==> config.mk <==
export PLATFORM = sky130hd
export DESIGN_NAME = pong_led_shifter
export DESIGN_NICKNAME = d
export VERILOG_FILES = /design/src/rtl/pong_led_shifter.sv
export SDC_FILE = /design/constraint.sdc
export NUM_CORES = 1
export LEC_CHECK = 0
export CAP_MARGIN = 10
export CORE_UTILIZATION = 53
export DETAILED_ROUTE_END_ITERATION = 10
export PLACE_DENSITY_LB_ADDON = 0.15
export SLEW_MARGIN = 20
export SYNTH_ARGS = -nofsm -noshare
export SYNTH_HDL_FRONTEND = slang
export SYNTH_SLANG_ARGS = --single-unit
==> constraint.sdc <==
create_clock -name _i_clk -period 3.91 [get_ports _i_clk]
set_input_delay 0.9775 -clock _i_clk [delete_from_list [all_inputs] [get_ports _i_clk]]
set_output_delay 0.9775 -clock _i_clk [all_outputs]
set_load 0.01 [all_outputs]
==> src/rtl/pong_led_shifter.sv <==
// pong_led_shifter
//   Serialises the 8-bit pong LED frame into an external 74HC595-style shift
//   register whenever the frame changes (or after reset). Bits go out MSB first.
//   Each bit has a low sclk phase of D cycles and then a high sclk phase of D
//   cycles. A latch pulse of D cycles follows the eighth bit. D is the divider
//   value captured at the start of the transfer.
//
// Ports
//   _i_clk    : clock; all state changes on the rising edge
//   _i_rst    : asynchronous active-low reset
//   _i_frame  : LED frame, bit 7 = leftmost LED
//   _i_div    : serial half-period in clock cycles (0 behaves as 1)
//   __output  : registered {busy, latch, sclk, sdata}
module pong_led_shifter (
    input  logic        _i_clk,
    input  logic        _i_rst,
    input  logic [7:0]  _i_frame,
    input  logic [31:0] _i_div,
    output logic [3:0]  __output
);

    localparam logic [1:0] S_IDLE  = 2'd0;
    localparam logic [1:0] S_SHIFT = 2'd1;
    localparam logic [1:0] S_LATCH = 2'd2;

    logic [1:0]  r_state;
    logic [7:0]  r_shadow;
    logic [7:0]  r_shreg;
    logic [2:0]  r_bitcnt;
    logic [31:0] r_divcnt;
    logic [31:0] r_dlat;
    logic        r_pending;
    logic [3:0]  r_out;

    logic        w_trigger;
    logic        w_phase_end;
    logic [31:0] w_div_eff;

    assign w_trigger   = (_i_frame != r_shadow) || r_pending;
    // r_dlat is never 0, so the subtraction cannot wrap; divcnt never passes
    // D-1, so a full-range divider cannot overflow the counter.
    assign w_phase_end = (r_divcnt == (r_dlat - 32'd1));
    assign w_div_eff   = (_i_div == '0) ? 32'd1 : _i_div;
    assign __output    = r_out;

    // r_out is computed from the next state so that the outputs are registered
    // and the first SHIFT cycle is visible right after the triggering edge.
    // r_out[1] doubles as the current sclk phase.
    always_ff @(posedge _i_clk or negedge _i_rst) begin
        if (!_i_rst) begin
            r_state   <= S_IDLE;
            r_shadow  <= '0;
            r_shreg   <= '0;
            r_bitcnt  <= '0;
            r_divcnt  <= '0;
            r_dlat    <= 32'd1;
            r_pending <= 1'b1;
            r_out     <= '0;
        end else begin
            case (r_state)
                S_IDLE: begin
                    if (w_trigger) begin
                        r_shreg   <= _i_frame;
                        r_shadow  <= _i_frame;
                        r_pending <= 1'b0;
                        r_dlat    <= w_div_eff;
                        r_divcnt  <= '0;
                        r_bitcnt  <= '0;
                        r_state   <= S_SHIFT;
                        r_out     <= {1'b1, 1'b0, 1'b0, _i_frame[7]};
                    end else begin
                        r_out <= '0;
                    end
                end

                S_SHIFT: begin
                    if (w_phase_end) begin
                        r_divcnt <= '0;
                        if (!r_out[1]) begin
                            // low phase done: raise sclk on the same bit
                            r_out <= {1'b1, 1'b0, 1'b1, r_shreg[7]};
                        end else begin
                            // high phase done: advance to the next bit
                            r_shreg  <= {r_shreg[6:0], 1'b0};
                            r_bitcnt <= r_bitcnt + 3'd1;
                            if (r_bitcnt == 3'd7) begin
                                r_state <= S_LATCH;
                                r_out   <= 4'b1100;
                            end else begin
                                r_out <= {1'b1, 1'b0, 1'b0, r_shreg[6]};
                            end
                        end
                    end else begin
                        r_divcnt <= r_divcnt + 32'd1;
                    end
                end

                S_LATCH: begin
                    if (w_phase_end) begin
                        r_divcnt <= '0;
                        r_state  <= S_IDLE;
                        r_out    <= '0;
                    end else begin
                        r_divcnt <= r_divcnt + 32'd1;
                    end
                end

                default: begin
                    r_state <= S_IDLE;
                    r_out   <= '0;
                end
            endcase
        end
    end

endmodule

==> results of run 1 <==
state kept, by name, indices dropped and copies added (netlist names):
name / cells
r_divcnt: 32
r_state: 2
__output: 4
r_shadow: 8
r_shreg: 8
r_pending: 1
r_bitcnt: 3
r_dlat: 32
placed cells by master, fill, tap and decap left out, drive strengths merged, types with 3 or more instances in the layout:
cell,netlist,final
a211o,9,9
a211oi,3,3
a21o,11,11
a21oi,12,12
a22o,5,5
a31oi,3,3
and2,4,4
and3,8,8
buf,12,19
clkbuf,23,11
clkdlybuf4s50,0,44
clkinv,0,3
dfrtp,88,88
ha,7,7
inv,12,13
mux2,41,41
mux2i,6,6
nand2,47,47
nand2b,5,5
nand3,31,31
nand3b,4,4
nand4,16,16
nand4b,5,5
nor2,37,37
nor2b,5,5
nor3,28,28
nor3b,17,17
nor4,23,23
nor4b,3,3
o211ai,10,10
o21a,5,5
o21ai,28,28
o22ai,6,6
o41ai,3,3
or3,4,4
or4,5,5
xnor2,29,29
xor2,19,19
power by group:
group          switching [mW]  leakage (nW)  internal, mW  total, mW
Clock                   0.354        0.0899         0.252      0.606
Combinational           0.189          1.51         0.248      0.437
Sequential              0.134          1.12          1.03       1.16
how the worst max path moves through the flow:
stage          depth (start not counted)       start  slack [ps]            to
2_1_floorplan                         12  r_dlat[16]         810   r_bitcnt[0]
3_3_place_gp                          12   r_dlat[1]         400   r_bitcnt[0]
3_5_place_dp                          12   r_dlat[1]         330   r_bitcnt[0]
4_1_cts                               12   r_dlat[1]         310   r_bitcnt[0]
5_1_grt                               11   r_dlat[2]         110  r_divcnt[31]
6_report                               9  r_dlat[15]         240   r_divcnt[9]
layer usage:
metal  wire length (um)  track usage  part of all wire  vias to the layer above
li1                   -            -                 -                     2280
met1               6350        0.345              0.48                     2354
met2               6380        0.428              0.48                       79
met3                414       0.0353             0.031                       15
met4                202       0.0875             0.015                        0
met5                  0            0                 0                        -
worst max-delay path, cell delays in order (launching register included):
cell      delay, ps
dfrtp_1         430
nor4_1          610
nand4_1         390
o221ai_1        270
or3b_2          450
nor2_1          200
nand4b_1        230
nor2_1          100
nor2_1          640
a22o_1          270
metrics by stage:
step                      power, mW  cells  instance area [um^2]  hold WS (ps)
after floorplan                1.45    596                  5660           466
final                          2.20    776                  6460           495
after global routing           2.32    776                  6460           509
after global placement         1.59    760                  6270           475
after CTS                      2.22    776                  6450           495
after detailed placement       1.61    760                  6270           480
what timing repair did:
action,CTS,global route
setup endpoints to repair,0,6
buffers inserted,0,0
gates resized for setup,0,1
area by class of cell:
type	count	area (um^2)
clock inverter	5	38.8
inverter	12	45.0
sequential	90	2250
fill	872	3860
clock buffer	11	141
timing repair buffer	63	596
tap	136	170
multi-input combinational	459	3210
Yosys cell counts, types with 5 or more instances:
master,n
nand2b_1,5
o22ai_1,6
nand4_1,15
nor2_1,37
a22o_1,5
o21ai_0,25
mux2i_1,6
xor2_1,19
buf_2,9
nand2_1,47
ha_1,7
nor3b_1,17
o21a_1,5
dfrtp_1,88
a211o_1,9
and3_1,8
inv_1,12
mux2_2,41
nor3_1,28
nor2b_1,5
a21o_1,11
nand4b_1,5
a21oi_1,12
nand3_1,31
clkbuf_1,23
nor4_1,21
xnor2_1,29
o211ai_2,8
logic make-up (layout without fill, tap and decap cells):
group                    after synthesis  count (layout)  synth area share
adder cells (fa/ha/maj)                7               7            0.0155
XOR/XNOR                              48              48            0.0743
AO/OA/AOI/OAI                        109             109             0.139
AND/OR/NAND/NOR                      248             248             0.246
buffers and inverters                 47              91            0.0345
multiplexers                          47              47            0.0923
flip-flops                            90              90             0.399
==> flow_summary.toml, run 1 <==
[critical_path]
crit_fanout = 7
cp_data_required_time_ps = 4220
r2r-start = "r_dlat[15]"
worstSetupPathType = "flip-flop to flip-flop"
arrival_ps = 3970
cp-start-kind = "flip-flop"
critPathCaptureType = "flip-flop"
worst_r2r_endpoint = "r_divcnt[9]"
reg2reg_depth = 9
ff2ff_setup_slack_ps = 240

[yosys]
avgSynthCellArea_um2 = 9.49
ys_seq_area_frac = 0.399
synth_top_area_frac = 0.389
yosysWarnings = 0
synth_nets = 645
yosys-top-cells-area = "dfrtp_1 39%, mux2_2 8.2%, xnor2_1 4.5%, nand2_1 3.1%, xor2_1 2.9%"
synth_area_um2 = 5660
synth_cells = 596
synth-main-ff-cell = "dfrtp_1"
yosysTopAreaCell = "dfrtp_1"
synth_seq_cells = 90
synth_edf_count = 0
synth_cell_types = 60
synthArstFlopShare = 1.00

[floorplan]
ios = 46
fp.dieH_um = 105
coreArea_um2 = 10300
dieWidth_um = 105
row_count = 37
start_util = 0.548
die_area_um2 = 11100

[clocking]
postCtsHoldBufs = 0
clk_latency_ps = 380
cts_buffer_depth = 2
cts_tree = "built"
root_buffer = "clkbuf_8"
htree_levels = 3
cts.sinks = 90
clkTransAtPathRegs_ps = 100
cts_buffers = 9

[placement]
gp_congestion = 0.859
dpl.hpwl_mm = 9.73
place_ws_ps = 331
port-buffer-count = 45

[timing]
max_slew_margin = 0.461
fmax_mhz = 273
rsz0062_at_grt = "no"
timing.final.crit_share = 0.937
setup_tns_ps = 0
clock_skew_ps = 14.7
period_needed_ps = 3670
worstMarginPinSlew_ps = 806
report.final.slew_viol_count = 0
finalHoldViolCount = 0
layout_setup_ws_ps = 245
setup-violations-final = 0

[finish]
syn_to_final_growth_pct = 14.2
final_util = 0.626
layout-drive-gt1-share = 0.148
num_antenna_cells = 0
nets = 684

[pwr]
ir_drop_uv = 217
cellLeakagePower_nw = 2.72
power_density_nw_per_um2 = 341

[min_path]
min_from = "r_pending"
whs_path_depth = 1
hold_class = "flip-flop to flip-flop"
min_to = "r_pending"

[drt]
vias_per_cell = 6.09
wl_per_cell_um = 17.2
first_pass_iters = 5
drt_iter0_markers = 230
antenna_left = 0
route.detailed.drc = 0
dr_total_vias = 4728
routed_wirelength_mm = 13.3

[grt]
track_usage = 0.257
grt_remaining_overflow = 0
grt_max_degree = 60
antenna_found_initial = 0
grt_pass1_vias = 4621
grt_pass1_wl_mm = 22.4

[status]
status = "finished, final reports clean"

[run]
max_cap_viol_count = 0
Note: power is estimated with default switching activity, not from simulation.
==> inputs of run 2 (changes only) <==
Clock period 3.91 ns to 4 ns, I/O delays scaled along.
==> run 2 against run 1 <==
  * Clock skew down 4.8 ps
  * Register-to-register slack better by 80 ps
  * Cell count unchanged
  * Critical path depth up 3
  * Global-route usage down 0.34 points
  * Setup slack better by 84 ps
==> flow_summary.toml, run 2 (synthesized netlist as in run 1, its figures left out) <==
[clocking]
cts_buffer_depth = 2
postCtsHoldBufs = 0
htree_levels = 3
clk_latency_ps = 380
root_buffer = "clkbuf_8"
cts_buffers = 9
cts.repair.resized = 0
post_cts_buffers = 0
cts_tree = "built"
clkTransAtPathRegs_ps = 90
cts.sinks = 90

[finish]
final_cells = 776
reg.largest.list = "r_divcnt (32), r_dlat (32)"
layout_common_cells = "88 x dfrtp_1, 47 x nand2_1, 44 x clkdlybuf4s50_1"
syn_to_final_growth_pct = 14.6
multi_input_area_um2 = 3210
regArea_um2 = 2250
fillers = 849
nets = 684
layout-drive-gt1-share = 0.145
num_antenna_cells = 0
final_common_cell = "dfrtp_1"

[grt]
grt_use_met2 = 0.410
grtUsageMet1 = 0.340
antenna_found_initial = 0
use_met3 = 0.0371
grt_max_degree = 73
grt_remaining_overflow = 0
track_usage = 0.254
top_usage_layer = "met2"
grt_pass1_vias = 4574
grt_pass1_wl_mm = 22.2

[timing]
worstMarginPinSlew_ps = 928
clock_skew_ps = 9.93
max_slew_margin = 0.382
period_needed_ps = 3670
setup_tns_ps = 0
setup-violations-final = 0
rsz0062_at_grt = "no"
report.final.slew_viol_count = 0
timing.final.crit_share = 0.918
fmax_mhz = 272
finalHoldViolCount = 0

[critical_path]
crit_chain = "inv_1 > ha_1 > buf_4 > nor3b_1 > nand4_4 > nor3_1 > xnor2_1 > nor4_1 > nand4_1 > or4_4 > or4_1 > nand3_1"
critPathCaptureType = "flip-flop"
worstSetupPathType = "flip-flop to flip-flop"
cp-start-kind = "flip-flop"
crit_fanout = 21
cpPeakStageDelay_ps = 710
cp_data_required_time_ps = 4320
crit_slowest_cell = "or4_4"
arrival_ps = 3990

[pwr]
power_density_nw_per_um2 = 340
ir_drop_uv = 201
cellLeakagePower_nw = 2.72

[drt]
drt_iter0_markers = 299
wl_per_cell_um = 17.0
routed_wirelength_mm = 13.2
vias_per_cell = 6.02
route.detailed.drc = 0
dr_total_vias = 4674
first_pass_iters = 5
antenna_left = 0

[placement]
port-buffer-count = 45
dp.cells = 760
dpl.hpwl_mm = 9.55
gp_congestion = 0.829

[run]
max_cap_viol_count = 0

[floorplan]
dieWidth_um = 105
die_area_um2 = 11100
fp.dieH_um = 105
row_count = 37
coreArea_um2 = 10300
ios = 46
start_util = 0.548

[min_path]
hold_class = "flip-flop to flip-flop"

[status]
status = "finished, final reports clean"
-- run 2: cell count changes in the layout (fill, tap and decap cells not counted), sizes merged --
cell,before,now
bufinv,0,1
clkinv,3,0
clkbuf,11,12
inv,13,12
clkinvlp,1,3
-- run 2: routing by layer --
| layer | wire length [um] | part of all wire | vias up |
|---|---|---|---|
| met5 | 0 | 0 | - |
| met4 | 289 | 0.022 | 0 |
| met3 | 420 | 0.032 | 20 |
| met2 | 6200 | 0.47 | 82 |
| met1 | 6320 | 0.48 | 2292 |
| li1 | - | - | 2280 |
-- run 2: layout make-up --
class,count,area share
inverter,12,0.00695
multi-input combinational,459,0.495
clock buffer,12,0.0224
tap,136,0.0262
timing repair buffer,63,0.0938
clock inverter,4,0.00810
sequential,90,0.348
-- run 2: final timing paths --
kind                       startpoint  cells after the start           end  slack (ps)
min reg2reg                 r_pending                      1     r_pending         490
max in group asynchronous      _i_rst                      2  r_divcnt[28]        2530
min in group asynchronous      _i_rst                      1  r_divcnt[11]         750
max reg2reg                 r_dlat[1]                     12   r_bitcnt[0]         330
max                         r_dlat[1]                     12   r_bitcnt[0]         330
min                         r_pending                      1     r_pending         490
-- run 2: stage by stage --
step / setup slack, ps / power, mW / hold slack (ps) / utilization / instance area, um^2
floorplan: 901 / 1.42 / 466 / - / 5660
global placement: 455 / 1.55 / 476 / 0.609 / 6290
detailed placement: 358 / 1.57 / 478 / 0.609 / 6290
CTS: 323 / 2.21 / 491 / 0.628 / 6480
global route: 7.79 / 2.31 / 500 / 0.628 / 6480
finish: 329 / 2.21 / 493 / 0.628 / 6480
-- run 2: report_power, final --
part | internal [mW] | leakage, nW | switching [mW]
Combinational | 0.240 | 1.52 | 0.184
Sequential | 1.00 | 1.12 | 0.135
Clock | 0.306 | 0.0888 | 0.337
Total | 1.55 | 2.72 | 0.656
-- run 2: critical path: cells and delay by family (launching register included) --
family,cells,cell delay (ps)
buffers and inverters,2,210
and+or+nand+nor,8,2730
xor gates and xnor gates,1,100
adders and majority gates,1,160
DFF,1,420
